[src/rtl/dwt_pkg.sv]
// Shared widths, FSM encodings and floor-division helpers for the 5/3 row lifting stage.
package dwt_pkg;

  localparam int DW_DEF = 11;
  localparam int OW_DEF = 12;

  localparam logic [1:0] ST_IDLE  = 2'd0;
  localparam logic [1:0] ST_RUN   = 2'd1;
  localparam logic [1:0] ST_FLUSH = 2'd2;

  // Wide signed accumulator; sums never approach this range, so no intermediate wrap.
  typedef logic signed [31:0] acc_t;

  function automatic acc_t floor_half(input acc_t v);
    return v >>> 1;
  endfunction

  function automatic acc_t floor_quarter(input acc_t v);
    return v >>> 2;
  endfunction

endpackage

[src/rtl/dwt53_lift_pe.sv]
// Combinational 5/3 predict + update for one (even, odd) pair.
module dwt53_lift_pe
  import dwt_pkg::*;
#(
  parameter int DW = DW_DEF,
  parameter int OW = OW_DEF
) (
  input  logic [DW-1:0] e_cur,
  input  logic [DW-1:0] o_cur,
  input  logic [DW-1:0] e_next,
  input  logic [OW-1:0] d_prev,
  input  logic          use_dself,
  output logic [OW-1:0] d,
  output logic [OW-1:0] s
);

  acc_t e_c_s;
  acc_t o_c_s;
  acc_t e_n_s;
  acc_t d_p_s;
  acc_t d_w_s;
  acc_t s_w_s;
  logic unused_hi_s;

  // Predict then update; use_dself mirrors d[0] into d[-1] at the line start.
  always_comb begin
    e_c_s = acc_t'($signed(e_cur));
    o_c_s = acc_t'($signed(o_cur));
    e_n_s = acc_t'($signed(e_next));
    d_w_s = o_c_s - floor_half(e_c_s + e_n_s);
    if (use_dself) begin
      d_p_s = d_w_s;
    end else begin
      d_p_s = acc_t'($signed(d_prev));
    end
    s_w_s = e_c_s + floor_quarter(d_p_s + d_w_s + 32'sd2);
  end

  assign d           = d_w_s[OW-1:0];
  assign s           = s_w_s[OW-1:0];
  assign unused_hi_s = ^{d_w_s[31:OW], s_w_s[31:OW]};

endmodule

[src/rtl/dwt53_row_lift.sv]
// Horizontal 5/3 reversible lifting over a framed stream of even/odd sample pairs,
// with symmetric extension at both line ends and one flush cycle per line.
module dwt53_row_lift
  import dwt_pkg::*;
#(
  parameter int DW = DW_DEF,
  parameter int OW = OW_DEF
) (
  input  logic          clk,
  input  logic          reset,
  input  logic          in_valid,
  output logic          in_ready,
  input  logic          line_start,
  input  logic          line_end,
  input  logic [DW-1:0] even_in,
  input  logic [DW-1:0] odd_in,
  output logic          out_valid,
  output logic          out_first,
  output logic          out_last,
  output logic [OW-1:0] low_out,
  output logic [OW-1:0] high_out,
  output logic          seq_err
);

  logic [1:0]    st_q, st_d;
  logic [DW-1:0] e_q, e_d;
  logic [DW-1:0] o_q, o_d;
  logic [OW-1:0] dp_q, dp_d;
  logic          first_q, first_d;
  logic          out_valid_q, out_valid_d;
  logic          out_first_q, out_first_d;
  logic          out_last_q, out_last_d;
  logic [OW-1:0] low_q, low_d;
  logic [OW-1:0] high_q, high_d;
  logic          seq_err_q, seq_err_d;

  logic [DW-1:0] e_next_s;
  logic [OW-1:0] pe_d_s;
  logic [OW-1:0] pe_s_s;

  // In FLUSH the right neighbour is mirrored: x[2N] := x[2N-2].
  assign e_next_s = (st_q == ST_FLUSH) ? e_q : even_in;

  dwt53_lift_pe #(.DW(DW), .OW(OW)) u_pe (
    .e_cur     (e_q),
    .o_cur     (o_q),
    .e_next    (e_next_s),
    .d_prev    (dp_q),
    .use_dself (first_q),
    .d         (pe_d_s),
    .s         (pe_s_s)
  );

  // Framing FSM and next values of the output registers.
  always_comb begin
    st_d        = st_q;
    e_d         = e_q;
    o_d         = o_q;
    dp_d        = dp_q;
    first_d     = first_q;
    out_valid_d = 1'b0;
    out_first_d = 1'b0;
    out_last_d  = 1'b0;
    low_d       = low_q;
    high_d      = high_q;
    seq_err_d   = 1'b0;
    case (st_q)
      ST_IDLE: begin
        if (in_valid && line_start) begin
          e_d     = even_in;
          o_d     = odd_in;
          first_d = 1'b1;
          st_d    = line_end ? ST_FLUSH : ST_RUN;
        end else if (in_valid) begin
          seq_err_d = 1'b1;
        end else begin
          st_d = ST_IDLE;
        end
      end
      ST_RUN: begin
        if (in_valid) begin
          if (line_start) begin
            seq_err_d = 1'b1;
          end else begin
            out_valid_d = 1'b1;
            out_first_d = first_q;
            low_d       = pe_s_s;
            high_d      = pe_d_s;
            dp_d        = pe_d_s;
          end
          e_d     = even_in;
          o_d     = odd_in;
          first_d = line_start;
          st_d    = line_end ? ST_FLUSH : ST_RUN;
        end else begin
          st_d = ST_RUN;
        end
      end
      ST_FLUSH: begin
        out_valid_d = 1'b1;
        out_first_d = first_q;
        out_last_d  = 1'b1;
        low_d       = pe_s_s;
        high_d      = pe_d_s;
        first_d     = 1'b0;
        st_d        = ST_IDLE;
      end
      default: begin
        st_d = ST_IDLE;
      end
    endcase
  end

  // State and output registers; reset clears everything, including mid-line.
  always_ff @(posedge clk or negedge reset) begin
    if (!reset) begin
      st_q        <= ST_IDLE;
      e_q         <= '0;
      o_q         <= '0;
      dp_q        <= '0;
      first_q     <= 1'b0;
      out_valid_q <= 1'b0;
      out_first_q <= 1'b0;
      out_last_q  <= 1'b0;
      low_q       <= '0;
      high_q      <= '0;
      seq_err_q   <= 1'b0;
    end else begin
      st_q        <= st_d;
      e_q         <= e_d;
      o_q         <= o_d;
      dp_q        <= dp_d;
      first_q     <= first_d;
      out_valid_q <= out_valid_d;
      out_first_q <= out_first_d;
      out_last_q  <= out_last_d;
      low_q       <= low_d;
      high_q      <= high_d;
      seq_err_q   <= seq_err_d;
    end
  end

  assign in_ready  = (st_q != ST_FLUSH);
  assign out_valid = out_valid_q;
  assign out_first = out_first_q;
  assign out_last  = out_last_q;
  assign low_out   = low_q;
  assign high_out  = high_q;
  assign seq_err   = seq_err_q;

endmodule
[config.mk]
export PLATFORM = sky130hd
export DESIGN_NAME = dwt53_row_lift
export DESIGN_NICKNAME = d
export VERILOG_FILES = /design/src/rtl/dwt_pkg.sv /design/src/rtl/dwt53_lift_pe.sv /design/src/rtl/dwt53_row_lift.sv
export SDC_FILE = /design/constraint.sdc
export NUM_CORES = 1
export LEC_CHECK = 0
export BUFFER_PORTS_ARGS = -buffer_cell sky130_fd_sc_hd__buf_2
export CORE_UTILIZATION = 40
export CTS_CLUSTER_DIAMETER = 100
export DETAILED_ROUTE_END_ITERATION = 10
export PLACE_DENSITY_LB_ADDON = 0.2
export SYNTH_ARGS = -nofsm -noshare
export SYNTH_HDL_FRONTEND = slang
export SYNTH_SLANG_ARGS = --single-unit
[constraint.sdc]
create_clock -name clk -period 7.1 [get_ports clk]
set_input_delay 1.42 -clock clk [delete_from_list [all_inputs] [get_ports clk]]
set_output_delay 1.42 -clock clk [all_outputs]
set_load 0.01 [all_outputs]
---- Word level (Yosys, flattened, before mapping) ----
Index checks and enable logic that the tools add are counted.
cells by class
  add/subtract/negate cells ............... 5
  multiply operators ...................... 0
  div/mod/pow operators ................... 0
  $lt $le $gt $ge ......................... 0
  equality and inequality tests ........... 7
  shift-type cells ........................ 0
  multiplexer cells ....................... 34
  bitwise logic cells ..................... 1
  reduce and logical (&&, ||, !) cells .... 9
operators by type and width
  cell                     number
  $mux W11                 5
  $mux W12                 4
  $pmux W12 S2             2
  $pmux W11 S2             2
  $add A14 B14 Y14         1
  $add A14 B3 Y14 const B  1
  $mux W14                 1
  $add A11 B11 Y12         1
  $add A11 B12 Y12         1
  $reduce_and A3 Y1        4
  $sub A11 B11 Y12         1
  $mux W1                  11
  $mux W2                  4
  $ne A2 B2 Y1 const B     4
  $pmux W1 S2              3
  $pmux W2 S2              1
  $reduce_bool A2 Y1       2
  $ne A3 B3 Y1 const B     1
  $pmux W1 S3              1
  $reduce_bool A3 Y1       1
  $eq A2 B1 Y1 const B     1
  $eq A2 B2 Y1 const B     1
  $logic_not A2 Y1         1
  $logic_and A1 B1 Y1      1
  $not A1 Y1               1
storage, ports and cells
  register bits ........................... 65
  bits in latches ......................... 0
  bits in writable memories ............... 0
  ROM bits ................................ 0
  input port bits ......................... 27
  word-level logic and storage cells ...... 67
  memories ................................ 0

---- Logic depth before layout (Yosys ltp) ----
  depth after elaboration ................. 11
  gate-level depth with buffers ........... 33
  depth with buffers taken out ............ 33

---- Modules after synthesis ----
A second synthesis with hierarchy kept.
second synthesis, totals
  cell total of the unflattened synthesis .. 459
  area total of the unflattened synthesis .. 5,042.3 um^2
by module, submodules not included
  module          times used  cells each  area each (um^2)  seq. area each (um^2)
  dwt53_row_lift  1           181         2,871.5           1,626.6
  dwt53_lift_pe   1           278         2,170.8           0.0

---- Least setup slack after synthesis ----
No wires, ideal clock.
  path kind ............................... in2reg
  start point ............................. in even_in[2]
  end point ............................... reg low_q[11] (netlist: low_out[11])
  library setup time ...................... 0.126 ns
  arrival ................................. 6.713 ns
  required time ........................... 6.974 ns
  path slack .............................. 0.261 ns
  cell stages on the path ................. 28
  cells stage by stage .................... mux2_2 ha_1 nor2b_1 o21ai_0 a21oi_1 o21ai_0 nand2b_1 xnor2_1 ha_1 or2_2 o22ai_1 a21oi_1 a21oi_1 xor2_1 inv_1 mux2_2 ha_1 ha_1 a211o_1 o22ai_2 xnor2_1 ha_1 a2111o_1 o2111ai_2 a311oi_1 xnor2_1 xnor2_1 a21oi_1
on the way
  cells in the longest elaborated chain, start to end .. 10
ends and longest elaborated chain
  what                    RTL line               text
  start: declaration      dwt53_row_lift.sv:15   input logic [DW-1:0] even_in,
  $mux W11 *              dwt53_row_lift.sv:42   assign e_next_s = (st_q == ST_FLUSH) ? e_q : even_in;
  $add A11 B11 Y12 *      dwt53_lift_pe.sv:30    d_w_s = o_c_s - floor_half(e_c_s + e_n_s);
  $sub A11 B11 Y12 *      dwt53_lift_pe.sv:30
  $mux W14                dwt53_lift_pe.sv:31    if (use_dself) begin
  $add A14 B14 Y14 *      dwt53_lift_pe.sv:36    s_w_s = e_c_s + floor_quarter(d_p_s + d_w_s + 32'sd2);
  $add A14 B3 Y14 *       dwt53_lift_pe.sv:36
  $add A11 B12 Y12 *      dwt53_lift_pe.sv:36
  $mux W12                dwt53_row_lift.sv:82   if (line_start) begin
  $mux W12                dwt53_row_lift.sv:81   if (in_valid) begin
  $pmux W12 S2 *          dwt53_row_lift.sv:67   case (st_q)
  end signal: assignment  dwt53_row_lift.sv:137  low_q <= low_d;
  end: declaration        dwt53_row_lift.sv:33   logic [OW-1:0] low_q, low_d;
Mark *: on every way between the ends. The rest lies on a longest branch, timed or not. The select of a mux whose other input is x is not followed.
A chain may end at the register's enable or synchronous reset.

---- Final worst setup path ----
  start point ............................. in even_in[1]
  end point ............................... reg low_q[11] (netlist: low_out[11])
Same word-level chain as after synthesis.

==> results.json <==
{
  "post_drt_wl_per_cell_um": 14.1,
  "gr-total-overflow": 0,
  "core_area_mm2": 0.0116,
  "synth_top_area_cell": "dfrtp_1",
  "gp_congestion": 0.842,
  "finalHoldViolations": 0,
  "endpoint": "low_out[11]",
  "yosys-top-cells-area": "dfrtp_1 34%, ha_1 15%, mux2_2 11%",
  "viasPerCell": 5.17,
  "die_y_um": 112,
  "die_area_mm2": 0.0125,
  "numCtsBuffers": 9,
  "vias": 3802,
  "clock_sinks": 65,
  "max_freq_ghz": 0.148,
  "status": "finished with violations",
  "start_util": 0.417,
  "path_clk_slew_ns": 0.06,
  "setup_violations": 0,
  "critPathSlowestCell": "a2111o_1",
  "min_path_type": "flip-flop to flip-flop",
  "syn_nets": 595,
  "cp-end-kind": "flip-flop",
  "antennaDiodeCount": 0,
  "ys_async_sr_fraction": 1.00,
  "slew-limit-headroom": 0.322,
  "arrival_ns": 6.98,
  "gr-usage-all-layers": 0.176,
  "area_growth_pct": 20.3,
  "synth_most_common_cell": "dfrtp_1",
  "h-tree-depth": 3,
  "worst_slack_ns": 0.332,
  "syn_area_mm2": 0.00482,
  "crit_required_ns": 7.31,
  "cp_max_fo": 4,
  "firstDrtPassIters": 8,
  "worstSkewPairLatency_ns": 0.34,
  "io_pins": 56,
  "synth.distinct_cells": 53,
  "violations": "design-rule violations",
  "post-place-ws_ns": -0.149,
  "cap_violations": 0,
  "rows": 39,
  "slew_viol_final": 0,
  "synth_cells": 505,
  "worstMarginPinSlew_ns": 1.02,
  "ys.warnings.count": 0,
  "max_stage_delay_ns": 0.46,
  "crit_top_cell": "ha_1",
  "drive_above_1_share": 0.282,
  "first_global_vias": 3662,
  "synth.avg_cell_area_um2": 9.55,
  "drtIter0Drc": 147,
  "drt_wl_total_um": 10300,
  "r2r-start": "st_q[0]",
  "final.period_utilization": 0.953,
  "drc_errors": 10,
  "io_buffers": 55,
  "cts-root-buf": "clkbuf_16",
  "skew_ns": 0.00780,
  "final_util": 0.501,
  "stdcell_count": 735,
  "rr_endpoint": "low_out[11]",
  "crit_path_start_kind": "input pin",
  "synth-seq-cells": 65,
  "seq_area_frac_synth": 0.337,
  "netlist.area_leader.share": 0.337,
  "ant_nets": 0,
  "reg2reg_depth": 28,
  "synth_edf_count": 0,
  "cts_tree": "built",
  "grt_max_degree": 66,
  "die_w_um": 112,
  "antenna_found_initial": 0,
  "layout_min_cycle_time_ns": 6.77,
  "cts_hold_buf": 0,
  "dpl.cell_count": 717,
  "r2r_slack_ns": 0.46,
  "critPathKind": "input pin to flip-flop",
  "clk_path_buf_depth": 2,
  "detailed_place_hpwl_um": 8100,
  "synth_ff_type": "dfrtp_1",
  "crit_start": "even_in[1]",
  "synth_common_cells": "65 x dfrtp_1, 59 x ha_1, 54 x nand2_1",
  "grt_pass1_wl_um": 17100,
  "nNetsFinal": 677
}
-- final cells by class --
class / count / area, um^2
clock inverter: 7 / 93.8
timing repair buffer: 82 / 478
fill: 1061 / 5770
inverter: 31 / 116
sequential: 65 / 1630
clock buffer: 9 / 225
tap: 143 / 179
multi-input combinational: 398 / 3080
-- kinds of logic after synthesis --
family / Yosys count / share of synthesized area
AOI/OAI and AO/OA: 121 / 0.162
xor gates and xnor gates: 31 / 0.0563
adders and majority gates: 63 / 0.170
buffers and inverters: 42 / 0.0355
DFF: 65 / 0.337
muxes: 49 / 0.114
and+or+nand+nor: 134 / 0.126
-- worst max-delay path: cells and delay by family --
family                     cells  cell delay [ns]
and+or+nand+nor                3             0.49
muxes                          2             0.54
xor gates and xnor gates       5             0.77
buffers and inverters          2             0.20
adders and majority gates      5             1.37
AOI/OAI and AO/OA             12             2.20
-- sequential cells by signal, indices dropped and copies added (netlist names) --
name	cells
dp_q	12
e_q	11
first_q	1
high_out	12
low_out	12
o_q	11
out_first	1
out_last	1
out_valid	1
seq_err	1
st_q	2
-- worst min-delay path by stage --
| stage | from | endpoint | depth (start not counted) |
|---|---|---|---|
| after floorplan | dp_q[0] | dp_q[0] | 2 |
| after global placement | low_out[1] | low_out[1] | 2 |
| after detailed placement | low_out[1] | low_out[1] | 2 |
| after CTS | low_out[1] | low_out[1] | 2 |
| after global routing | high_out[6] | high_out[6] | 2 |
| final | low_out[1] | low_out[1] | 2 |
-- layout by cell type, fill, tap and decap left out, drive strengths merged, types with 4 or more instances in the layout --
cell	instances
a211oi	4
a21boi	4
a21oi	33
a31oi	6
buf	82
clkbuf	9
dfrtp	65
fa	4
ha	59
inv	32
mux2	46
nand2	54
nand2b	5
nand3	8
nor2	33
nor2b	8
nor3	8
o211ai	6
o21a	7
o21ai	39
or2	5
xnor2	21
xor2	10
-- per-stage QoR --
| step | area, um^2 | hold WS, ns | setup TNS, ns |
|---|---|---|---|
| floorplan | 4820 | 0.442 | 0 |
| global placement | 5410 | 0.452 | -0.0233 |
| detailed placement | 5410 | 0.452 | -0.164 |
| CTS | 5730 | 0.473 | 0 |
| global route | 5800 | 0.495 | -0.00575 |
| finish | 5800 | 0.465 | 0 |
-- layer usage --
layer	track usage	up-vias	share of wire
met2	0.273	60	0.44
li1	-	1969	-
met3	0.0463	8	0.042
met5	0	-	0
met1	0.234	1765	0.51
met4	0.0685	0	0.012
-- what timing repair did --
item,in CTS,in global routing
endpoints found under the setup margin,0,5
buffers inserted,0,2
resized for setup,0,13
Power is not shown: default switching activity piles up to over one toggle a cycle in this logic, so the estimate is an artifact.
